--- config.mk ---
export PLATFORM = sky130hd
export DESIGN_NAME = pin_chain_tester
export DESIGN_NICKNAME = d
export VERILOG_FILES = /design/src/rtl/pin_chain_tester.sv
export SDC_FILE = /design/constraint.sdc
export NUM_CORES = 1
export LEC_CHECK = 0
export CORE_UTILIZATION = 44
export DETAILED_ROUTE_END_ITERATION = 7
export GPL_TIMING_DRIVEN = 0
export PLACE_DENSITY = 0.71
export SETUP_SLACK_MARGIN = 0.3
export SLEW_MARGIN = 20
export SYNTH_ARGS = -nofsm -noshare
export SYNTH_HDL_FRONTEND = slang
export SYNTH_SLANG_ARGS = --single-unit
--- constraint.sdc ---
create_clock -name clk_i -period 3.9 [get_ports clk_i]
set_input_delay 0.975 -clock clk_i [delete_from_list [all_inputs] [get_ports clk_i]]
set_output_delay 0.975 -clock clk_i [all_outputs]
set_load 0.005 [all_outputs]
--- src/rtl/pin_chain_tester.sv ---
// rtl/pin_chain_tester.sv - pin-chain pattern driver/checker (optional PRBS phase: PIN_CHAIN_TESTER_PRBS_EN)
module pin_chain_tester #(
    parameter int CHAINS        = 3,
    parameter int SETTLE_CYCLES = 4,
    parameter int PRBS_STEPS    = 64
) (
    input  logic              clk_i,
    input  logic              rst_ni,
    input  logic              start_i,
    output logic [CHAINS-1:0] chain_o,
    output logic              chain_oe_o,
    input  logic [CHAINS-1:0] chain_i,
    output logic              busy_o,
    output logic              done_o,
    output logic              pass_o,
    output logic [CHAINS-1:0] fail_mask_o,
    output logic [15:0]       err_count_o
);

    generate
        if (SETTLE_CYCLES < 3) begin : g_bad_settle
            $error("pin_chain_tester: SETTLE_CYCLES must be >= 3");
        end
        if (CHAINS < 1 || CHAINS > 16) begin : g_bad_chains
            $error("pin_chain_tester: CHAINS must be 1..16");
        end
        if (PRBS_STEPS < 1) begin : g_bad_prbs
            $error("pin_chain_tester: PRBS_STEPS must be >= 1");
        end
    endgenerate

    localparam int CNT_W = $clog2(SETTLE_CYCLES);

    // NEXT is folded into the SAMPLE cycle as a combinational decision.
    typedef enum logic [2:0] {S_IDLE, S_DRIVE, S_SETTLE, S_SAMPLE, S_DONE} state_t;
    typedef enum logic [2:0] {P_ALL0, P_ALL1, P_WALK1, P_WALK0, P_PRBS} phase_t;

    state_t            r_state;
    phase_t            r_phase;
    logic [15:0]       r_step;
    logic [CNT_W-1:0]  r_cnt;
    logic [CHAINS-1:0] r_chain;
    logic              r_oe;
    logic              r_busy;
    logic              r_done;
    logic              r_pass;
    logic [CHAINS-1:0] r_mask;
    logic [15:0]       r_err;
    logic [CHAINS-1:0] r_sync1;
    logic [CHAINS-1:0] r_sync2;
`ifdef PIN_CHAIN_TESTER_PRBS_EN
    logic [15:0]       r_lfsr;
    logic              w_lfsr_fb;
    logic              w_last_prbs;
`endif

    logic [CHAINS-1:0] w_walk;
    logic [CHAINS-1:0] w_pattern;
    logic [CHAINS-1:0] w_mism;
    logic [CHAINS-1:0] w_mask_next;
    logic [4:0]        w_pop;
    logic [16:0]       w_sum;
    logic [15:0]       w_err_next;
    logic              w_last_walk;

    always_ff @(posedge clk_i or negedge rst_ni) begin
        if (!rst_ni) begin
            r_sync1 <= '0;
            r_sync2 <= '0;
        end else begin
            r_sync1 <= chain_i;
            r_sync2 <= r_sync1;
        end
    end

    always_comb begin
        w_walk = CHAINS'(1) << r_step;
        case (r_phase)
            P_ALL0:  w_pattern = '0;
            P_ALL1:  w_pattern = '1;
            P_WALK1: w_pattern = w_walk;
            P_WALK0: w_pattern = ~w_walk;
`ifdef PIN_CHAIN_TESTER_PRBS_EN
            P_PRBS:  w_pattern = r_lfsr[CHAINS-1:0];
`endif
            default: w_pattern = '0;
        endcase
    end

    // r_chain holds the expected value for the whole step, so it is the compare reference.
    always_comb begin
        w_mism = r_sync2 ^ r_chain;
        w_pop  = '0;
        for (int i = 0; i < CHAINS; i++) begin
            w_pop = w_pop + 5'(w_mism[i]);
        end
        w_sum       = {1'b0, r_err} + 17'(w_pop);
        w_err_next  = w_sum[16] ? 16'hFFFF : w_sum[15:0];
        w_mask_next = r_mask | w_mism;
        w_last_walk = (r_step == 16'(CHAINS - 1));
    end

`ifdef PIN_CHAIN_TESTER_PRBS_EN
    assign w_lfsr_fb   = r_lfsr[0] ^ r_lfsr[2] ^ r_lfsr[3] ^ r_lfsr[5];
    assign w_last_prbs = (r_step == 16'(PRBS_STEPS - 1));
`endif

    always_ff @(posedge clk_i or negedge rst_ni) begin
        if (!rst_ni) begin
            r_state <= S_IDLE;
            r_phase <= P_ALL0;
            r_step  <= '0;
            r_cnt   <= '0;
            r_chain <= '0;
            r_oe    <= 1'b0;
            r_busy  <= 1'b0;
            r_done  <= 1'b0;
            r_pass  <= 1'b0;
            r_mask  <= '0;
            r_err   <= '0;
`ifdef PIN_CHAIN_TESTER_PRBS_EN
            r_lfsr  <= 16'hACE1;
`endif
        end else begin
            case (r_state)
                S_IDLE: begin
                    r_oe   <= 1'b0;
                    r_done <= 1'b0;
                    if (start_i) begin
                        r_state <= S_DRIVE;
                        r_phase <= P_ALL0;
                        r_step  <= '0;
                        r_mask  <= '0;
                        r_err   <= '0;
                        r_pass  <= 1'b0;
                        r_busy  <= 1'b1;
`ifdef PIN_CHAIN_TESTER_PRBS_EN
                        r_lfsr  <= 16'hACE1;
`endif
                    end
                end
                S_DRIVE: begin
                    r_chain <= w_pattern;
                    r_oe    <= 1'b1;
                    r_cnt   <= '0;
                    r_state <= S_SETTLE;
                end
                S_SETTLE: begin
                    if (r_cnt == CNT_W'(SETTLE_CYCLES - 2)) begin
                        r_state <= S_SAMPLE;
                    end else begin
                        r_cnt <= r_cnt + 1'b1;
                    end
                end
                S_SAMPLE: begin
                    r_mask  <= w_mask_next;
                    r_err   <= w_err_next;
                    r_state <= S_DRIVE;
                    case (r_phase)
                        P_ALL0: r_phase <= P_ALL1;
                        P_ALL1: begin
                            r_phase <= P_WALK1;
                            r_step  <= '0;
                        end
                        P_WALK1: begin
                            if (w_last_walk) begin
                                r_phase <= P_WALK0;
                                r_step  <= '0;
                            end else begin
                                r_step <= r_step + 16'd1;
                            end
                        end
                        P_WALK0: begin
                            if (w_last_walk) begin
`ifdef PIN_CHAIN_TESTER_PRBS_EN
                                r_phase <= P_PRBS;
                                r_step  <= '0;
`else
                                r_state <= S_DONE;
`endif
                            end else begin
                                r_step <= r_step + 16'd1;
                            end
                        end
`ifdef PIN_CHAIN_TESTER_PRBS_EN
                        P_PRBS: begin
                            r_lfsr <= {w_lfsr_fb, r_lfsr[15:1]};
                            if (w_last_prbs) begin
                                r_state <= S_DONE;
                            end else begin
                                r_step <= r_step + 16'd1;
                            end
                        end
`endif
                        default: r_state <= S_DONE;
                    endcase
                    // Completion outputs are registered here so they appear during the DONE cycle.
                    if ((r_phase == P_WALK0 && w_last_walk
`ifndef PIN_CHAIN_TESTER_PRBS_EN
                        )
`else
                        && 1'b0) || (r_phase == P_PRBS && w_last_prbs)
`endif
                        ) begin
                        r_done  <= 1'b1;
                        r_busy  <= 1'b0;
                        r_pass  <= (w_mask_next == '0);
                        r_oe    <= 1'b0;
                        r_chain <= '0;
                    end
                end
                S_DONE: begin
                    r_done  <= 1'b0;
                    r_state <= S_IDLE;
                end
                default: r_state <= S_IDLE;
            endcase
        end
    end

    assign chain_o     = r_chain;
    assign chain_oe_o  = r_oe;
    assign busy_o      = r_busy;
    assign done_o      = r_done;
    assign pass_o      = r_pass;
    assign fail_mask_o = r_mask;
    assign err_count_o = r_err;

endmodule
# Word level (Yosys, flattened, before mapping)
# Cells that the tools add are included.
[word_totals] regBits=56 out_inout_bits=26 word_cells=90
[op_classes] n_addsub=5 eq_ne=17 shift=1 muxes=31 bitwise=3 n_reduce_logical=20
[ops] cell="$mux 16" count=4
[ops] cell="$pmux 16 s2" count=2
[ops] cell="$pmux 16 s3" count=1
[ops] cell="$pmux 3 s2" count=4
[ops] cell="$mux 3" count=6
[ops] cell="$pmux 3 s3" count=2
[ops] cell="$add 16x3->17" count=1
[ops] cell="$add 16x1->16 const B" count=1
[ops] cell="$eq 16x2->1 const B" count=1
[ops] cell="$shl 1x16->3 const A" count=1
[ops] cell="$eq 3x2->1 const B" count=4
[ops] cell="$pmux 3 s4" count=1
[ops] cell="$reduce_and 2->1" count=6
[ops] cell="$logic_not 3->1" count=3
[ops] cell="$ne 2x2->1 const B" count=4
[ops] cell="$reduce_and 4->1" count=2
[ops] cell="$reduce_bool 2->1" count=4
[ops] cell="$eq 3x1->1 const B" count=2
[ops] cell="$ne 3x3->1 const B" count=2
[ops] cell="$pmux 1 s2" count=3
[ops] cell="$mux 1" count=5
[ops] cell="$ne 4x3->1 const B" count=1
[ops] cell="$ne 4x4->1 const B" count=1
[ops] cell="$pmux 2 s2" count=1
[ops] cell="other kinds (15)" count=15

# Longest topological paths before layout
# Gate-level depths: netlist of the first run.
[depth] depth_word=6 ltp_mapped=11

# Least setup slack after synthesis of the first run
# Ideal clock, no wire load.
[synth_path] path_kind="reg2reg" from="reg r_chain[0] (netlist: chain_o[0])" to="reg r_err[2] (netlist: err_count_o[2])" t_arrival_ns=2.856 required_time_ns=3.814 slack_ns=0.958 stages_incl_launch_ff=12 synth_period_minus_slack_ns=2.942 cell_sequence="dfrtp_1 > xnor2_1 > fa_1 > inv_1 > ha_1 > fa_1 > nand4_1 > or4_1 > clkbuf_1 > and2_1 > and3_1 > nor3_1"
[synth_between] elab_chain_cells=6
[synth_lines] element="start: declaration" line="42" rtl="logic [CHAINS-1:0] r_chain;"
[synth_lines] element="start signal: assignment" line="143" rtl="r_chain <= w_pattern;"
[synth_lines] element="$xor 3x3->3" line="92" rtl="w_mism = r_sync2 ^ r_chain;"
[synth_lines] element="$add 1x1->2" line="95" rtl="w_pop = w_pop + 5'(w_mism[i]);"
[synth_lines] element="$add 2x1->3" line="95"
[synth_lines] element="$add 16x3->17" line="97" rtl="w_sum = {1'b0, r_err} + 17'(w_pop);"
[synth_lines] element="$mux 16" line="98" rtl="w_err_next = w_sum[16] ? 16'hFFFF : w_sum[15:0];"
[synth_lines] element="$pmux 16 s2" line="125" rtl="case (r_state)"
[synth_lines] element="end signal: assignment" line="157" rtl="r_err <= w_err_next;"
[synth_lines] element="end: declaration" line="48" rtl="logic [15:0] r_err;"
# Every way passes these cells.
# A chain may end at the register's enable or synchronous reset.

# Worst setup path in the final report of the first run
# Ends and elaborated chain as after synthesis.

==> results.cfg, run 1 <==
[grt]
grt_remaining_overflow = 0
grt_start_max_net_pins = 56
global_route.usage.total = 0.209
grt_first_pass_wirelength_mm = 12.2
first_global_vias = 2493
antenna_found_initial = 0

[timing]
period_minus_slack_ns = 3.38
worst-slew-pin-transition_ns = 1.03
maxClockFrequency_ghz = 0.296
slew_violations = 0
hold_viol = 0
final.setup.worst_slack_ns = 0.524
finalClockSkew_ns = 0.0134
relSlewSlack = 0.306
setup_tns_ns = 0
final.hold.worst_slack_ns = 0.355
setup_repair_after_global_routing_missed_its_margin = no
final.period_utilization = 0.866
timing.final.setup_violations = 0

[critical_path]
critical_path_class = reg2reg
worst_path_max_delay_cell = sky130_fd_sc_hd__or4_1
cp.arrival_ns = 3.60
worstPathRequired_ns = 4.12
crit_chain = xnor2_1 > fa_1 > inv_1 > ha_1 > fa_1 > nand4_1 > or4_1 > clkbuf_1 > and2_1 > and3_1 > nor3_1
critPathMaxFanout = 9
critPathTopFamily = simple AND/OR/NAND/NOR gates
worstSetupStartpointType = flop
cpPeakStageDelay_ns = 0.50
critical_path_buffers_and_inverters = 2
critical_path.endpoint_type = flop
crit_path_frequent_cell = sky130_fd_sc_hd__fa_1

[clock_network]
number_of_gates_given_a_new_drive_strength_after_cts = 0
cts_made_buffers = 5
cts.path.max_buffers = 2
tritoncts = built
cts_setup_buffers = 0
worst_skew_pair.late_latency_ns = 0.31
cts.root.buffer_cell = sky130_fd_sc_hd__clkbuf_8
clk_transition_reported_paths_ns = 0.09
htree_num_levels = 2
cts.sink_count = 55
post_cts_hold_buffer_count = 0

[power]
fin_total_pwr_mw = 2.02
power_switching_uw = 781
vdd_drop_max_mv = 0.288
p_seq_frac = 0.379
clkPwrFrac = 0.197
power_leakage_nw = 1.51
pwr_dens_nw_per_um2 = 556
p_comb_frac = 0.424
power.share.switching = 0.387
internal_power_mw = 1.24

[layout]
layout.cell_area.non_filler_um2 = 3630
area_growth_syn_to_layout_pct = 17.7
most_used_cells_in_the_layout_excluding_fill_and_tap_cells = 55 x sky130_fd_sc_hd__dfrtp_1, 35 x sky130_fd_sc_hd__nand2_1, 30 x sky130_fd_sc_hd__clkdlybuf4s50_1
fillerInstances = 620
final_layout_size_suffix_gt1_frac = 0.0471
diodes = 0
layout.nets = 398
layout.cells.non_filler = 478
mostFrequentLayoutCell = sky130_fd_sc_hd__dfrtp_1
finish.utilization = 0.534

[drt]
routedWlPerCell_um = 15.2
wl_met1_mm = 3.51
routed.top_layer = met4
dr.first_iter.drc_count = 200
dr.pass1.iters = 4
drt-vias-per-instance = 5.75
route.final.wire_length_mm = 7.25
met3_wirelength_um = 302
postRouteAntennaNets = 0
drcViolationCount = 0
met2WireLength_mm = 3.35
dr_total_vias = 2748

[synthesis]
synth_seq_cells = 55
synth_enable_flop_cells = 0
netlist-cell-type-count = 51
synth_area_um2 = 3090
yosys_most_used_dff = sky130_fd_sc_hd__dfrtp_1
postSynthNetCount = 360
syn-instance-count = 343
synth_async_sr_flop_share = 1.00
synth.yosys.warnings = 0
synth_sequential_area_ratio = 0.446
syn-mean-instance-area_um2 = 9.00

[flow_run]
drv.max_cap_violation_count = 0

[die]
die-area_um2 = 7350
die_w_um = 85.7
rows = 30
die_height_um = 85.7
floorplan.initialDensity = 0.454
core_area_um2 = 6790
boundaryPins = 32

[placement]
hpwlAfterDp_mm = 5.20
detailedPlace.worstSlack_ns = 0.549
port_buffers = 31
total_placed_cells_including_tap_cells = 470
routability_congestion = 0.839
dpl_cell_area_um2 = 3510

[status]
outcome = finished, final reports clean

[worst_hold_path]
hp-class = reg2reg
layer usage:
| metal | vias to the layer above | GRT usage |
|---|---|---|
| met5 | - | 0 |
| met4 | 0 | 0.0621 |
| met3 | 10 | 0.0327 |
| met2 | 74 | 0.327 |
| met1 | 1330 | 0.301 |
| li1 | 1334 | - |
sequential cells by signal, indices dropped and copies added (netlist names):
register and cells:
r_phase 2, pass_o 1, done_o 1, chain_oe_o 1
err_count_o 16, r_state 3, r_step 16, fail_mask_o 3
busy_o 1, r_sync1 3, r_cnt 2, chain_o 3
r_sync2 3
worst paths after layout:
check	startpoint	to	slack (ns)	depth (start not counted)
worst max register to register	chain_o[0]	err_count_o[2]	0.52	11
max in group asynchronous	rst_ni	r_phase[1]	2.73	1
worst max-delay path	chain_o[0]	err_count_o[2]	0.52	11
worst min register to register	r_sync1[2]	r_sync2[2]	0.36	0
min in group asynchronous	rst_ni	err_count_o[15]	0.70	1
worst min-delay path	r_sync1[2]	r_sync2[2]	0.36	0
worst register-to-register path: stages, from the launching register on:
cell and delay [ns]:
sky130_fd_sc_hd__dfrtp_1 0.42, sky130_fd_sc_hd__xnor2_1 0.34, sky130_fd_sc_hd__fa_1 0.47, sky130_fd_sc_hd__inv_1 0.06, sky130_fd_sc_hd__ha_1 0.17, sky130_fd_sc_hd__fa_1 0.27
sky130_fd_sc_hd__nand4_1 0.20, sky130_fd_sc_hd__or4_1 0.50, sky130_fd_sc_hd__clkbuf_1 0.23, sky130_fd_sc_hd__and2_1 0.27, sky130_fd_sc_hd__and3_1 0.19, sky130_fd_sc_hd__nor3_1 0.17
power groups by stage:
stage	registers [mW]	logic (mW)	clock network (mW)
floorplan	0.761	0.556	0
global placement	0.772	0.826	0
detailed placement	0.776	0.850	0
CTS	0.765	0.856	0.408
global route	0.781	0.971	0.425
finish	0.765	0.855	0.398
cells in the mapped netlist, drive strengths merged (4+ instances only):
cell	instances	area, µm²
o21ai	25	125
a22o	6	52.6
ha	9	113
inv	21	78.8
nor4b	4	35.0
nor3	12	60.1
a21oi	18	90.1
nor4	5	31.3
a31oi	4	25.0
o311ai	5	43.8
a21o	5	45.0
or4	4	30.0
dfrtp	55	1380
buf	5	32.5
nand3	21	105
nor2	29	109
or3	4	25.0
o31ai	4	30.0
clkbuf	10	37.5
nand2	35	131
nand4	13	81.3
layout make-up:
cell class	count	area, µm²	area share
Inverter	21	78.8	0.0217
Timing Repair Buffer	31	308	0.0848
Tap cell	96	120	0.0331
Multi-Input combinational cell	252	1560	0.430
Sequential cell	55	1380	0.379
Clock buffer	6	82.6	0.0227
Buffer	15	70.1	0.0193
Clock inverter	2	35.0	0.00965
logic make-up after synthesis:
logic type | synth area share
AO/OA/AOI/OAI | 0.176
XOR/XNOR | 0.0170
adder cells (fa/ha/maj) | 0.0495
buffers and inverters | 0.0483
flip-flops | 0.446
multiplexers | 0.0114
AND/OR/NAND/NOR | 0.252
Note: power is estimated with default switching activity, not from simulation.
==> run 2: changes to the inputs <==
CAP_MARGIN = 20   (was unset)
==> results of run 2 <==
The final DEF is identical to that of run 1; final timing and power are the same.
==> run 3: changes to the inputs <==
--- a/config.mk
+++ b/config.mk
@@ -6,4 +6,5 @@
 export NUM_CORES = 1
 export LEC_CHECK = 0
+export ABC_AREA = 0
 export CAP_MARGIN = 20
 export CORE_UTILIZATION = 44
==> constraint.sdc (replaced) <==
create_clock -name clk_i -period 3.9 [get_ports clk_i]
set_input_delay 0.975 -clock clk_i [delete_from_list [all_inputs] [get_ports clk_i]]
set_output_delay 0.975 -clock clk_i [all_outputs]
set_load 0.01 [all_outputs]
==> results of run 3 <==
Same layout as run 1 (identical final DEF). Status: finished, final reports clean.
Main changes from that run: total power 2.02 mW -> 2.04 mW
